**src/rtl/ethernet_rx_mmio_reader_pkg.sv**
```systemverilog
// Shared definitions for the MMIO RX frame reader: FSM states and the
// controller register map it talks to.
package ethernet_rx_reader_pkg;

    typedef enum logic [2:0] {
        S_IDLE,
        S_REQ_SIZE,
        S_WAIT_SIZE,
        S_REQ_DATA,
        S_WAIT_DATA,
        S_SEND,
        S_REQ_ACK,
        S_WAIT_ACK
    } rx_state_e;

    localparam logic [13:0] RX_BUF_BASE  = 14'h0000;
    localparam logic [13:0] RX_SIZE_ADDR = 14'h1004;
    localparam logic [13:0] RX_ACK_ADDR  = 14'h1010;
    localparam int          RX_ACK_VAL   = 1;

    function automatic int safe_clog2(input int x);
        return (x > 1) ? $clog2(x) : 1;
    endfunction

endpackage

```
**src/rtl/ethernet_rx_mmio_reader.sv**
```systemverilog
// Drains RX frames from ethernet_controller over its register port and streams them out.
// Optional byte-enable output pkt_keep_o is built when ETH_RX_READER_KEEP_EN is defined.
module ethernet_rx_mmio_reader
    import ethernet_rx_reader_pkg::*;
#(
    parameter int  data_width_p    = 32,
    parameter int  max_pkt_bytes_p = 2048,
    localparam int size_width_lp   = $clog2($clog2(data_width_p / 8) + 1)
) (
    input  logic                      clk_i,
    input  logic                      reset_i,
    output logic [13:0]               addr_o,
    output logic                      write_en_o,
    output logic                      read_en_o,
    input  logic                      ready_and_i,
    output logic [size_width_lp-1:0]  op_size_o,
    output logic [data_width_p-1:0]   write_data_o,
    input  logic                      valid_i,
    output logic                      ready_and_o,
    input  logic [data_width_p-1:0]   read_data_i,
    input  logic                      rx_interrupt_pending_i,
    output logic [data_width_p-1:0]   pkt_data_o,
    output logic                      pkt_v_o,
    output logic                      pkt_last_o,
    input  logic                      pkt_ready_and_i,
`ifdef ETH_RX_READER_KEEP_EN
    output logic [data_width_p/8-1:0] pkt_keep_o,
`endif
    output logic [7:0]                drop_count_o
);

    localparam int bpw_lp    = data_width_p / 8;
    localparam int lg_bpw_lp = $clog2(bpw_lp);
    localparam int idx_w_lp  = safe_clog2(max_pkt_bytes_p / bpw_lp);

    rx_state_e                 state_q, state_d;
    logic [idx_w_lp-1:0]       idx_q, idx_d;
    logic [idx_w_lp-1:0]       last_idx_q, last_idx_d;
    logic [7:0]                drop_q, drop_d;
    logic [13:0]               addr_q, addr_d;
    logic                      rd_en_q, rd_en_d;
    logic                      wr_en_q, wr_en_d;
    logic                      rdy_q, rdy_d;
    logic [data_width_p-1:0]   wdata_q, wdata_d;
    logic [data_width_p-1:0]   pkt_data_q, pkt_data_d;
    logic                      pkt_v_q, pkt_v_d;
    logic                      pkt_last_q, pkt_last_d;
    logic [15:0]               size_w;

    assign size_w = read_data_i[15:0];

`ifdef ETH_RX_READER_KEEP_EN
    logic [lg_bpw_lp-1:0] rem_q, rem_d;
    logic [bpw_lp-1:0]    keep_q, keep_d;

    // A zero remainder means the frame fills its last word completely.
    function automatic logic [bpw_lp-1:0] last_keep(input logic [lg_bpw_lp-1:0] rem);
        if (rem == '0) return '1;
        return bpw_lp'((1 << rem) - 1);
    endfunction
`endif

    always_comb begin
        state_d    = state_q;
        idx_d      = idx_q;
        last_idx_d = last_idx_q;
        drop_d     = drop_q;
        pkt_data_d = pkt_data_q;
`ifdef ETH_RX_READER_KEEP_EN
        rem_d      = rem_q;
`endif
        unique case (state_q)
            S_IDLE:      if (rx_interrupt_pending_i) state_d = S_REQ_SIZE;
            S_REQ_SIZE:  if (ready_and_i) state_d = S_WAIT_SIZE;
            S_WAIT_SIZE: begin
                if (valid_i) begin
                    if (size_w == 16'd0) begin
                        state_d = S_REQ_ACK;
                    end else if (32'(size_w) > 32'(max_pkt_bytes_p)) begin
                        state_d = S_REQ_ACK;
                        drop_d  = (drop_q == 8'hFF) ? drop_q : drop_q + 8'd1;
                    end else begin
                        state_d    = S_REQ_DATA;
                        idx_d      = '0;
                        last_idx_d = idx_w_lp'((32'(size_w) - 32'd1) >> lg_bpw_lp);
`ifdef ETH_RX_READER_KEEP_EN
                        rem_d      = size_w[lg_bpw_lp-1:0];
`endif
                    end
                end
            end
            S_REQ_DATA:  if (ready_and_i) state_d = S_WAIT_DATA;
            S_WAIT_DATA: begin
                if (valid_i) begin
                    pkt_data_d = read_data_i;
                    state_d    = S_SEND;
                end
            end
            S_SEND: begin
                if (pkt_ready_and_i) begin
                    if (idx_q == last_idx_q) begin
                        state_d = S_REQ_ACK;
                    end else begin
                        idx_d   = idx_q + idx_w_lp'(1);
                        state_d = S_REQ_DATA;
                    end
                end
            end
            S_REQ_ACK:   if (ready_and_i) state_d = S_WAIT_ACK;
            S_WAIT_ACK:  if (valid_i) state_d = S_IDLE;
            default:     state_d = S_IDLE;
        endcase

        // Outputs are decoded from the next state so they leave the flops clean.
        rd_en_d    = (state_d == S_REQ_SIZE) || (state_d == S_REQ_DATA);
        wr_en_d    = (state_d == S_REQ_ACK);
        rdy_d      = (state_d == S_WAIT_SIZE) || (state_d == S_WAIT_DATA) ||
                     (state_d == S_WAIT_ACK);
        wdata_d    = (state_d == S_REQ_ACK) ? data_width_p'(RX_ACK_VAL) : '0;
        pkt_v_d    = (state_d == S_SEND);
        pkt_last_d = (state_d == S_SEND) && (idx_d == last_idx_d);
        unique case (state_d)
            S_REQ_SIZE: addr_d = RX_SIZE_ADDR;
            S_REQ_DATA: addr_d = RX_BUF_BASE + (14'(idx_d) << lg_bpw_lp);
            S_REQ_ACK:  addr_d = RX_ACK_ADDR;
            default:    addr_d = '0;
        endcase
`ifdef ETH_RX_READER_KEEP_EN
        keep_d = '0;
        if (pkt_v_d) keep_d = pkt_last_d ? last_keep(rem_d) : '1;
`endif
    end

    always_ff @(posedge clk_i) begin
        if (reset_i) begin
            state_q    <= S_IDLE;
            idx_q      <= '0;
            last_idx_q <= '0;
            drop_q     <= '0;
            addr_q     <= '0;
            rd_en_q    <= 1'b0;
            wr_en_q    <= 1'b0;
            rdy_q      <= 1'b0;
            wdata_q    <= '0;
            pkt_data_q <= '0;
            pkt_v_q    <= 1'b0;
            pkt_last_q <= 1'b0;
`ifdef ETH_RX_READER_KEEP_EN
            rem_q      <= '0;
            keep_q     <= '0;
`endif
        end else begin
            state_q    <= state_d;
            idx_q      <= idx_d;
            last_idx_q <= last_idx_d;
            drop_q     <= drop_d;
            addr_q     <= addr_d;
            rd_en_q    <= rd_en_d;
            wr_en_q    <= wr_en_d;
            rdy_q      <= rdy_d;
            wdata_q    <= wdata_d;
            pkt_data_q <= pkt_data_d;
            pkt_v_q    <= pkt_v_d;
            pkt_last_q <= pkt_last_d;
`ifdef ETH_RX_READER_KEEP_EN
            rem_q      <= rem_d;
            keep_q     <= keep_d;
`endif
        end
    end

    assign addr_o       = addr_q;
    assign read_en_o    = rd_en_q;
    assign write_en_o   = wr_en_q;
    assign ready_and_o  = rdy_q;
    assign write_data_o = wdata_q;
    assign op_size_o    = size_width_lp'(lg_bpw_lp);
    assign pkt_data_o   = pkt_data_q;
    assign pkt_v_o      = pkt_v_q;
    assign pkt_last_o   = pkt_last_q;
    assign drop_count_o = drop_q;
`ifdef ETH_RX_READER_KEEP_EN
    assign pkt_keep_o   = keep_q;
`endif

endmodule

```
**config.mk**
```make
export PLATFORM = sky130hd
export DESIGN_NAME = ethernet_rx_mmio_reader
export DESIGN_NICKNAME = d
export VERILOG_FILES = /design/src/rtl/ethernet_rx_mmio_reader_pkg.sv /design/src/rtl/ethernet_rx_mmio_reader.sv
export SDC_FILE = /design/constraint.sdc
export NUM_CORES = 1
export LEC_CHECK = 0
export CORE_AREA = 5 5 96 98
export DETAILED_ROUTE_END_ITERATION = 8
export DIE_AREA = 0 0 101 103
export PLACE_DENSITY = 0.85
export SKIP_LAST_GASP = 1
export SYNTH_ARGS = -nofsm -noshare
export SYNTH_HDL_FRONTEND = slang
export SYNTH_SLANG_ARGS = --single-unit
export TNS_END_PERCENT = 20
```
**constraint.sdc**
```tcl
create_clock -name clk_i -period 5.2 [get_ports clk_i]
set_input_delay 1.56 -clock clk_i [delete_from_list [all_inputs] [get_ports clk_i]]
set_output_delay 1.56 -clock clk_i [all_outputs]
set_load 0.1 [all_outputs]
```
Yosys cells after proc, flatten, opt, wreduce, memory -nomap -nowiden --
Cells that the tools add are included.
Storage, ports and cells: register bits 112, logic and storage cells 67, input port bits 38
Cells by class: multiplexer cells 24, $add $sub $neg 3, bitwise logic cells 2, reduce and logical (&&, ||, !) cells 8, equal/unequal tests 17, magnitude comparators 1
Operators with widths (number):
- $mux W9 | 9
- $pmux W13 S3 | 1
- $mux W3 | 11
- $eq A3 B3 Y1 const B | 8
- $pmux W3 S8 | 1
- $eq A9 B9 Y1 | 2
- $pmux W9 S2 | 1
- $gt A16 B12 Y1 const B | 1
- $logic_not A16 Y1 | 1
- $eq A3 B2 Y1 const B | 4
- $sub A11 B1 Y11 const B | 1
- $add A9 B1 Y9 const B | 1
- $add A8 B1 Y8 const B | 1
- $eq A8 B8 Y1 const B | 1
- $eq A3 B1 Y1 const B | 2
- $reduce_and A5 Y1 | 1
- $logic_not A3 Y1 | 1
- $logic_or A1 B1 Y1 | 3
- $not A1 Y1 | 2
- $reduce_and A2 Y1 | 1
- $logic_and A1 B1 Y1 | 1
- $mux W1 | 1

Logic depth before layout (Yosys ltp) --
Gate-level depths: netlist (run 1).
word-level depth 8, gate-level depth with buffers 11, mapped depth without buffers 8

Worst setup path after synthesis (run 1) --
OpenSTA, ideal clock, no wires.
path type input -> register, start input read_data_i[0], end register pkt_last_q, in the netlist pkt_last_o, stages 9, path buffers 1, slack 956 ps, arrival time 4184 ps, cell sequence or4_1 -> buf_6 -> or4_4 -> a31oi_1 -> a211oi_1 -> or3_1 -> a2111o_1 -> nor4_1 -> o2111a_1
On the way: cells in the longest elaborated chain, start to end 7, elaborated cells between the ends (all ways) 18, those cells by class 1 x add/sub; 1 x order compare; 2 x eq/ne; 12 x mux; 2 x reduce/logical
Ends and longest elaborated chain:
- start, declared | RTL line ethernet_rx_mmio_reader.sv:20 | input logic [data_width_p-1:0] read_data_i,
- $gt A16 B12 Y1 / $sub A11 B1 Y11 (equally long branches) | RTL line ethernet_rx_mmio_reader.sv:79, ethernet_rx_mmio_reader.sv:85
- $mux W3 / $mux W9 (equally long branches) | RTL line ethernet_rx_mmio_reader.sv:79 | end else if (32'(size_w) > 32'(max_pkt_bytes_p)) begin
- $mux W3 / $mux W9 (equally long branches) | RTL line ethernet_rx_mmio_reader.sv:77 | if (size_w == 16'd0) begin
- $mux W3 / $mux W9 (equally long branches) | RTL line ethernet_rx_mmio_reader.sv:76 | if (valid_i) begin
- $pmux W3 S8, or another cell as far along | RTL line ethernet_rx_mmio_reader.sv:72 | unique case (state_q)
- $eq A3 B3 Y1 / $eq A9 B9 Y1 (equally long branches) | RTL line ethernet_rx_mmio_reader.sv:121 | pkt_last_d = (state_d == S_SEND) && (idx_d == last_idx_d);
- $logic_and A1 B1 Y1 (*) | RTL line ethernet_rx_mmio_reader.sv:121
- end signal, assigned | RTL line ethernet_rx_mmio_reader.sv:164 | pkt_last_q <= pkt_last_d;
- end, declared | RTL line ethernet_rx_mmio_reader.sv:47 | logic pkt_last_q, pkt_last_d;
Every way passes the cells marked *; elsewhere a longest branch is shown, timed or not. A chain may end at the register's enable or synchronous reset.

Worst setup path in the final report (run 1) --
Ends and elaborated chain as after synthesis.

==> flow_summary.toml, run 1 <==
[worst_setup_path]
cp_cell_sequence = "clkdlybuf4s50_1 > or4_1 > or4_4 > a31oi_1 > a211oi_1 > or3_1 > a2111o_1 > nor4_1 > o2111a_1"
critPathRequiredTime_ps = 5500
regToRegSetupSlack_ps = 2220
crit_path_end_kind = "flip-flop"
crit_type = "primary input to flip-flop"
r2r_cells = 8
start_kind = "primary input"
cp_max_fo = 8
slowest_delay_ps = 730
cp_slowest_cell = "or4_1"
cp_data_arrival_time_ps = 4940

[sta]
max_freq_mhz = 215.3
drv_slew = 0
hold_viol = 0
tns_ps = 0
setup_slack_ps = 555.6
setup_viol = 0
finalCritPeriodShare_pct = 89.32
fin_crit_ps = 4644
holdWs_ps = 455.5
finClkSkew_ps = 10.61
slew_headroom_pct = 20.59
worst_slew_pin_slew_ps = 1188
rsz0062_at_grt = "false"

[power]
power_mw = 1.449
p_leak_nw = 1.693
ir_drop_mv = 0.1606
powerDensity_nw_per_um2 = 308.4

[layout]
fillers = 760
finalNonFillerCells = 639
syn2layout_area_growth_pct = 29.12
nets = 566
drive_above_1_share_pct = 6.215
antenna_cells = 0

[clocking]
clkTransAtPathRegs_ps = 80
h-tree-depth = 3
clk-insertion-delay-late_ps = 350
ctsHoldBuffers = 0
cts_tree = "done"
clkSinkCount = 76
cts_inserted_buffers = 9
root_buffer = "clkbuf_8"
clockBufferDepth = 2
post_cts_resized = 0
post_cts_buffers = 0

[synthesis]
syn_avg_cell_area_um2 = 8.235
ys_seq_area_share_pct = 41.80
ys_top_cells_by_count = "nand2_1 (79), dfxtp_1 (76), nor2_1 (44), a21oi_1 (42), buf_4 (40)"
synth.most_common_cell = "nand2_1"
synth_top_area_share_pct = 41.80
synthArstFlopShare_pct = 0
synth_edf_count = 0
synth_cell_types = 54
synth_cells = 442
netlist_top_cells_area = "dfxtp_1 (42%), buf_4 (8.3%), nand2_1 (8.1%), a21oi_1 (5.8%), xnor2_1 (5.1%)"
synth_top_area_cell = "dfxtp_1"
synth-seq-cells = 76
dominantRegCellSynth = "dfxtp_1"
yosysWarnings = 0
synth.cell_area_um2 = 3640

[place]
place_inst = 623
dp_hpwl_mm = 6.857
place.gp.congestion = 0.9114
port_buffers = 93
place_ws_ps = 206.6

[global_route]
antenna_found_initial = 0
grt_use_total_pct = 17.09
grt_remaining_overflow = 0
grt_pass1_wl_mm = 14.09
grt_pass1_vias = 2925
grt_max_degree = 65

[job]
maxCapViolCount = 0

[route]
wl_mm = 9.075
via_per_inst = 4.986
wire_per_inst_um = 14.20
vias = 3186
remaining_drc_errors = 0
drtAntennaViolNets = 0
first_iter_violations = 166
drt_pre_antenna_iters = 5

[floorplan]
die_h_um = 103
io_pins = 131
start_util_pct = 43.43
fp.dieW_um = 101
std_cell_rows = 34
core_area_um2 = 8381
die_area_um2 = 10400

[hold_path]
hp-class = "flip-flop to flip-flop"
hold_depth = 2

[status]
status = "complete, no violations"
[final cells by class]
type	instances	area, um2	area share, %
Clock buffer	10	137.6	2.929
Clock inverter	6	93.84	1.997
Inverter	5	18.77	0.3994
Multi-Input combinational cell	337	1837	39.08
Sequential cell	76	1521	32.37
Tap cell	108	135.1	2.875
Timing Repair Buffer	97	955.9	20.34
[cell usage in the layout, fill, tap and decap left out, types with 3 or more instances in the layout]
cell type	n
a211oi_1	4
a21oi_1	42
a31oi_1	3
and3_1	7
buf_4	4
clkbuf_8	10
clkdlybuf4s50_1	92
conb_1	37
dfxtp_1	76
inv_1	5
mux2_2	3
nand2_1	79
nand3_1	11
nor2_1	43
nor2b_1	3
nor3_1	10
nor4_1	3
o211ai_1	4
o21ai_0	6
o31ai_1	3
or3_1	5
xnor2_1	21
xor2_1	12
[through the flow]
stage,instance area (um2),util (%)
floorplan,3771,-
global placement,4468,53.31
detailed placement,4468,53.31
CTS,4700,56.08
global route,4700,56.08
finish,4700,56.08
[cells by family (layout without fill, tap and decap cells)]
group / after synthesis / after routing / synth area share, %
other: 2 / 37 / 0.2063
buffers and inverters: 64 / 118 / 11.41
xor gates and xnor gates: 33 / 33 / 7.941
adders and majority gates: 2 / 2 / 0.6874
and+or+nand+nor: 183 / 183 / 23.48
muxes: 4 / 4 / 1.203
AOI/OAI and AO/OA: 78 / 78 / 13.27
DFF: 76 / 76 / 41.80
[final timing paths]
check,startpoint,to
setup / recovery,read_data_i[0],pkt_last_o
hold / removal,pkt_data_o[24],pkt_data_o[24]
setup reg to reg,idx_q[2],pkt_last_o
hold reg to reg,pkt_data_o[24],pkt_data_o[24]
[where the power goes]
part           internal, mW  total, mW  leakage (nW)  switching (mW)
Sequential            0.596      0.608         0.613          0.0125
Combinational        0.0693      0.331         0.966           0.262
Clock                 0.287      0.510         0.113           0.223
Total                 0.952       1.45          1.69           0.497
[state kept, by name (all words and copies together), names as in the netlist, 3 cells and up]
signal	cells
idx_q	9
state_q	3
last_idx_q	9
pkt_data_o	32
addr_o	10
drop_count_o	8
[routing by layer]
| layer | global-route usage (%) | routed length [um] | vias to the layer above |
|---|---|---|---|
| met5 | 0 | 0 | - |
| met4 | 8.487 | 169 | 0 |
| met3 | 3.045 | 626 | 14 |
| met2 | 29.42 | 4537 | 123 |
| met1 | 20.56 | 3742 | 1465 |
| li1 | - | - | 1584 |
[critical path, delay by kind of cell]
family | cells | cell delay [ps]
AND/OR/NAND/NOR | 4 | 2030
buffers and inverters | 1 | 450
AO/OA/AOI/OAI | 4 | 890
No activity file was read; power rests on OpenSTA's default activity.
==> run 2: changes to the inputs <==
--- a/config.mk
+++ b/config.mk
@@ -5,10 +5,13 @@
 export SDC_FILE = /design/constraint.sdc
 export NUM_CORES = 1
 export LEC_CHECK = 0
-export CORE_AREA = 5 5 96 98
+export CELL_PAD_IN_SITES_DETAIL_PLACEMENT = 1
+export CELL_PAD_IN_SITES_GLOBAL_PLACEMENT = 1
+export CORE_AREA = 5 5 113 115
 export DETAILED_ROUTE_END_ITERATION = 8
-export DIE_AREA = 0 0 101 103
-export PLACE_DENSITY = 0.85
+export DIE_AREA = 0 0 118 120
+export MAX_ROUTING_LAYER = met4
+export PLACE_DENSITY = 0.84
 export SKIP_LAST_GASP = 1
 export SYNTH_ARGS = -nofsm -noshare
 export SYNTH_HDL_FRONTEND = slang
==> run 2 against run 1 <==
Net effect:
- setup slack improved by 98 ps
- wire length is 16% higher
- final cell count grew 6.7%
- utilization is 15 points lower
- first-iteration DRC count down 10%
- register-to-register slack lost 100 ps
- highest routed layer unchanged
==> flow_summary.toml, run 2 (synthesis results as in run 1) <==
[power]
p_clk_share_pct = 39.4
power_frac_comb_pct = 21.5
p_leak_nw = 1.741
powerDensity_nw_per_um2 = 322.0
ir_drop_mv = 0.1951
power_mw = 1.559
power_frac_seq_pct = 39.1
power.switching_uw = 520.5
swShare_pct = 33.39
p_int_mw = 1.038

[global_route]
grt_pass1_vias = 3360
grt_max_degree = 65
grt_use_total_pct = 15.01
grt_pass1_wl_mm = 16.93
grt_remaining_overflow = 0
antenna_found_initial = 0

[worst_setup_path]
cp_cell_sequence = "clkdlybuf4s50_1 > or4_1 > buf_4 > o31ai_4 > and3_1 > nor4b_2 > or3_1 > a2111o_1 > nor4_1 > o2111a_1"
cp_data_arrival_time_ps = 4830
start_kind = "primary input"
crit_path_end_kind = "flip-flop"
cp_slowest_cell = "or4_1"
crit_buf_inv = 2
critPathRequiredTime_ps = 5480
crit_type = "primary input to flip-flop"
critical_path.top_delay_family = "simple AND/OR/NAND/NOR gates"
slowest_delay_ps = 600
cp_max_fo = 7

[route]
drt_pre_antenna_iters = 4
remaining_drc_errors = 0
wire_per_inst_um = 15.44
wl_mm = 10.53
drtAntennaViolNets = 0
vias = 3257
via_per_inst = 4.776
first_iter_violations = 149

[clocking]
post_cts_buffers = 0
root_buffer = "clkbuf_16"
post_cts_resized = 0
cts_tree = "done"
clockBufferDepth = 2
ctsHoldBuffers = 0
h-tree-depth = 3
clk-insertion-delay-late_ps = 340
clkSinkCount = 76
cts_inserted_buffers = 9
clkTransAtPathRegs_ps = 60

[layout]
final_common_cell = "clkdlybuf4s50_1"
nets = 570
largest_reg_flops = 32
finalNonFillerCells = 682
layout_common_cells = "clkdlybuf4s50_1 (92), nand2_1 (79), dfxtp_1 (76), nor2_1 (43), a21oi_1 (42)"
syn2layout_area_growth_pct = 33.00
fillers = 1425
drive_above_1_share_pct = 6.729
antenna_cells = 0

[sta]
hold_viol = 0
tns_ps = 0
drv_slew = 0
worst_slew_pin_slew_ps = 1012
max_freq_mhz = 219.9
finalCritPeriodShare_pct = 87.44
slew_headroom_pct = 32.34
rsz0062_at_grt = "false"
setup_viol = 0
fin_crit_ps = 4547
finClkSkew_ps = 7.772

[floorplan]
die_area_um2 = 14160
std_cell_rows = 40
die_h_um = 120
core_area_um2 = 11710
start_util_pct = 31.08
io_pins = 131
fp.dieW_um = 118

[job]
maxCapViolCount = 0

[place]
port_buffers = 93
place.gp.congestion = 0.8947
dp_hpwl_mm = 8.032
place_inst = 666

[hold_path]
hp-class = "flip-flop to flip-flop"

[status]
status = "complete, no violations"
-- run 2: power groups by stage --
stage | clock, mW | sequential (mW) | combinational [mW]
finish | 0.614 | 0.610 | 0.336
global route | 0.661 | 0.612 | 0.351
CTS | 0.636 | 0.609 | 0.336
detailed placement | 0 | 0.622 | 0.335
global placement | 0 | 0.621 | 0.331
floorplan | 0 | 0.697 | 0.207
-- run 2: layout make-up --
type	instances	area (um2)	share of cell area (%)
inverter	5	18.77	0.3877
sequential	76	1521	31.43
multi-input combinational	337	1837	37.94
clock inverter	6	65.06	1.344
clock buffer	10	229.0	4.730
timing repair buffer	101	985.9	20.37
tap	147	183.9	3.799
-- run 2: worst paths after layout --
kind                                     start        endpoint  slack (ps)  cells past startpoint
worst min register to register  pkt_data_o[17]  pkt_data_o[17]         450                      2
worst max-delay path            read_data_i[0]      pkt_last_o         650                     10
worst max register to register        idx_q[2]      pkt_last_o        2120                      8
worst min-delay path            pkt_data_o[17]  pkt_data_o[17]         450                      2
-- run 2: per-stage QoR --
step                setup WS [ps]  hold WS [ps]  instance area [um2]  util, %
finish                      653.4         454.6                 4841    41.34
CTS                         656.2         457.4                 4841    41.34
detailed placement          312.7         449.1                 4547    38.82
floorplan                   956.2         487.5                 3771        -
global route                524.2         476.0                 4841    41.34
global placement            433.2         441.4                 4547    38.82
-- run 2: worst register-to-register path: stages (launching register included) --
cell	delay (ps)
dfxtp_1	360
xnor2_1	270
or2b_2	350
o311ai_0	760
nor2_1	160
xnor2_1	180
a2111o_1	430
nor4_1	290
o2111a_1	230
-- run 2: layer usage --
layer	vias up	GRT usage (%)	wire length, um
met5	-	-	0
met4	0	3.871	88
met3	10	4.100	502
met2	88	25.95	5454
met1	1567	17.24	4486
li1	1592	-	-
==> run 3: changes to the inputs <==
--- a/config.mk
+++ b/config.mk
@@ -7,9 +7,9 @@
 export LEC_CHECK = 0
 export CELL_PAD_IN_SITES_DETAIL_PLACEMENT = 1
 export CELL_PAD_IN_SITES_GLOBAL_PLACEMENT = 1
-export CORE_AREA = 5 5 113 115
+export CORE_AREA = 8 8 116 118
 export DETAILED_ROUTE_END_ITERATION = 8
-export DIE_AREA = 0 0 118 120
+export DIE_AREA = 0 0 124 126
 export MAX_ROUTING_LAYER = met4
 export PLACE_DENSITY = 0.84
 export SKIP_LAST_GASP = 1
==> run 3 against run 2 <==
Net effect:
- clock power grew 0.8%
- utilization about the same
- setup slack gained 5.6 ps
- final cell count decreased by 0.15%
- highest routed layer unchanged
==> flow_summary.toml, run 3 (synthesis results as in run 1) <==
[clocking]
cts_inserted_buffers = 9
cts_tree = "done"
post_cts_resized = 0
ctsHoldBuffers = 0
clkTransAtPathRegs_ps = 60
clkSinkCount = 76
root_buffer = "clkbuf_16"
post_cts_buffers = 0
h-tree-depth = 3
clockBufferDepth = 2
clk-insertion-delay-late_ps = 340

[floorplan]
start_util_pct = 31.08
core_area_um2 = 11710
die_h_um = 126
io_pins = 131
fp.dieW_um = 124
std_cell_rows = 40
die_area_um2 = 15620

[route]
drtAntennaViolNets = 0
remaining_drc_errors = 0
vias = 3258
first_iter_violations = 158
drt_pre_antenna_iters = 4
via_per_inst = 4.784
wl_mm = 11.03
wire_per_inst_um = 16.20

[layout]
syn2layout_area_growth_pct = 32.90
drive_above_1_share_pct = 6.742
utilization_pct = 41.30
design_area_um2 = 4837
antenna_cells = 0
final_common_cell = "clkdlybuf4s50_1"
layout_common_cells = "clkdlybuf4s50_1 (92), nand2_1 (79), dfxtp_1 (76), nor2_1 (43), a21oi_1 (42)"
largest_reg_flops = 32
nets = 570

[place]
place_ws_ps = 313.9
port_buffers = 93
dp_hpwl_mm = 8.435
place.gp.congestion = 0.8219
dpl_cell_area_um2 = 4547

[sta]
fin_crit_ps = 4541
setup_viol = 0
rsz0062_at_grt = "false"
worst_slew_pin_slew_ps = 1008
tns_ps = 0
hold_viol = 0
setup_slack_ps = 659.0
finClkSkew_ps = 9.031
drv_slew = 0
finalCritPeriodShare_pct = 87.33
max_freq_mhz = 220.2
slew_headroom_pct = 32.60

[worst_setup_path]
start_kind = "primary input"
cp_cell_sequence = "clkdlybuf4s50_1 > or4_1 > buf_4 > o31ai_4 > and3_1 > nor4b_2 > or3_1 > a2111o_1 > nor4_1 > o2111a_1"
cp_slowest_cell = "or4_1"
cp_max_fo = 7
slowest_delay_ps = 600
crit_type = "primary input to flip-flop"
cp_data_arrival_time_ps = 4830
critPathRequiredTime_ps = 5490
crit_path_end_kind = "flip-flop"

[power]
powerDensity_nw_per_um2 = 323.4
swShare_pct = 33.74
power_mw = 1.564
p_int_mw = 1.036
p_leak_nw = 1.739
power_frac_seq_pct = 39.0
power.switching_uw = 527.9
power_frac_comb_pct = 21.5
p_clk_share_pct = 39.6
ir_drop_mv = 0.1371

[global_route]
antenna_found_initial = 0
grt_pass1_vias = 3368
grt_use_total_pct = 14.20
grt_max_degree = 65
grt_remaining_overflow = 0
grt_pass1_wl_mm = 17.14

[job]
maxCapViolCount = 0

[hold_path]
hp-class = "flip-flop to flip-flop"

[status]
status = "complete, no violations"
[run 3: cell count changes in the layout (fill, tap and decap cells not counted)]
cell	delta
clkinv_4	-1
clkbuf_1	-1
inv_6	+1
[run 3: routing by layer]
layer | part of all wire, % | GRT usage, % | up-vias
met1 | 42 | 15.64 | 1561
li1 | - | - | 1592
met2 | 50 | 23.71 | 86
met5 | 0 | - | -
met3 | 6.0 | 4.155 | 19
met4 | 1.9 | 5.112 | 0
[run 3: final cells by class]
| type | count | area [um2] |
|---|---|---|
| clock inverter | 6 | 65.06 |
| tap | 147 | 183.9 |
| clock buffer | 9 | 225.2 |
| sequential | 76 | 1521 |
| inverter | 5 | 18.77 |
| fill | 1421 | 6874 |
| multi-input combinational | 337 | 1837 |
| timing repair buffer | 101 | 985.9 |
[run 3: per-stage QoR]
stage          cells  hold slack [ps]
2_1_floorplan    477            487.5
3_3_place_gp     666            441.9
3_5_place_dp     666            449.2
4_1_cts          681            455.3
5_1_grt          681            479.2
6_report         681            452.7
[run 3: power groups by stage]
stage / Clock [mW] / Combinational [mW] / Sequential (mW)
floorplan: 0 / 0.207 / 0.697
global placement: 0 / 0.331 / 0.622
detailed placement: 0 / 0.335 / 0.623
CTS: 0.634 / 0.336 / 0.610
global route: 0.657 / 0.352 / 0.611
finish: 0.619 / 0.336 / 0.610
[run 3: path summary, 6_finish.rpt]
check / start / to / slack, ps / depth (start not counted)
worst min register to register: pkt_data_o[28] / pkt_data_o[28] / 450 / 2
worst min-delay path: pkt_data_o[28] / pkt_data_o[28] / 450 / 2
worst max-delay path: read_data_i[0] / pkt_last_o / 660 / 10
worst max register to register: idx_q[2] / pkt_last_o / 2190 / 8
[run 3: critical path: cells and delay by family]
kind,cells,cell delay [ps]
and+or+nand+nor,5,1700
AOI/OAI and AO/OA,3,890
buffers and inverters,2,670
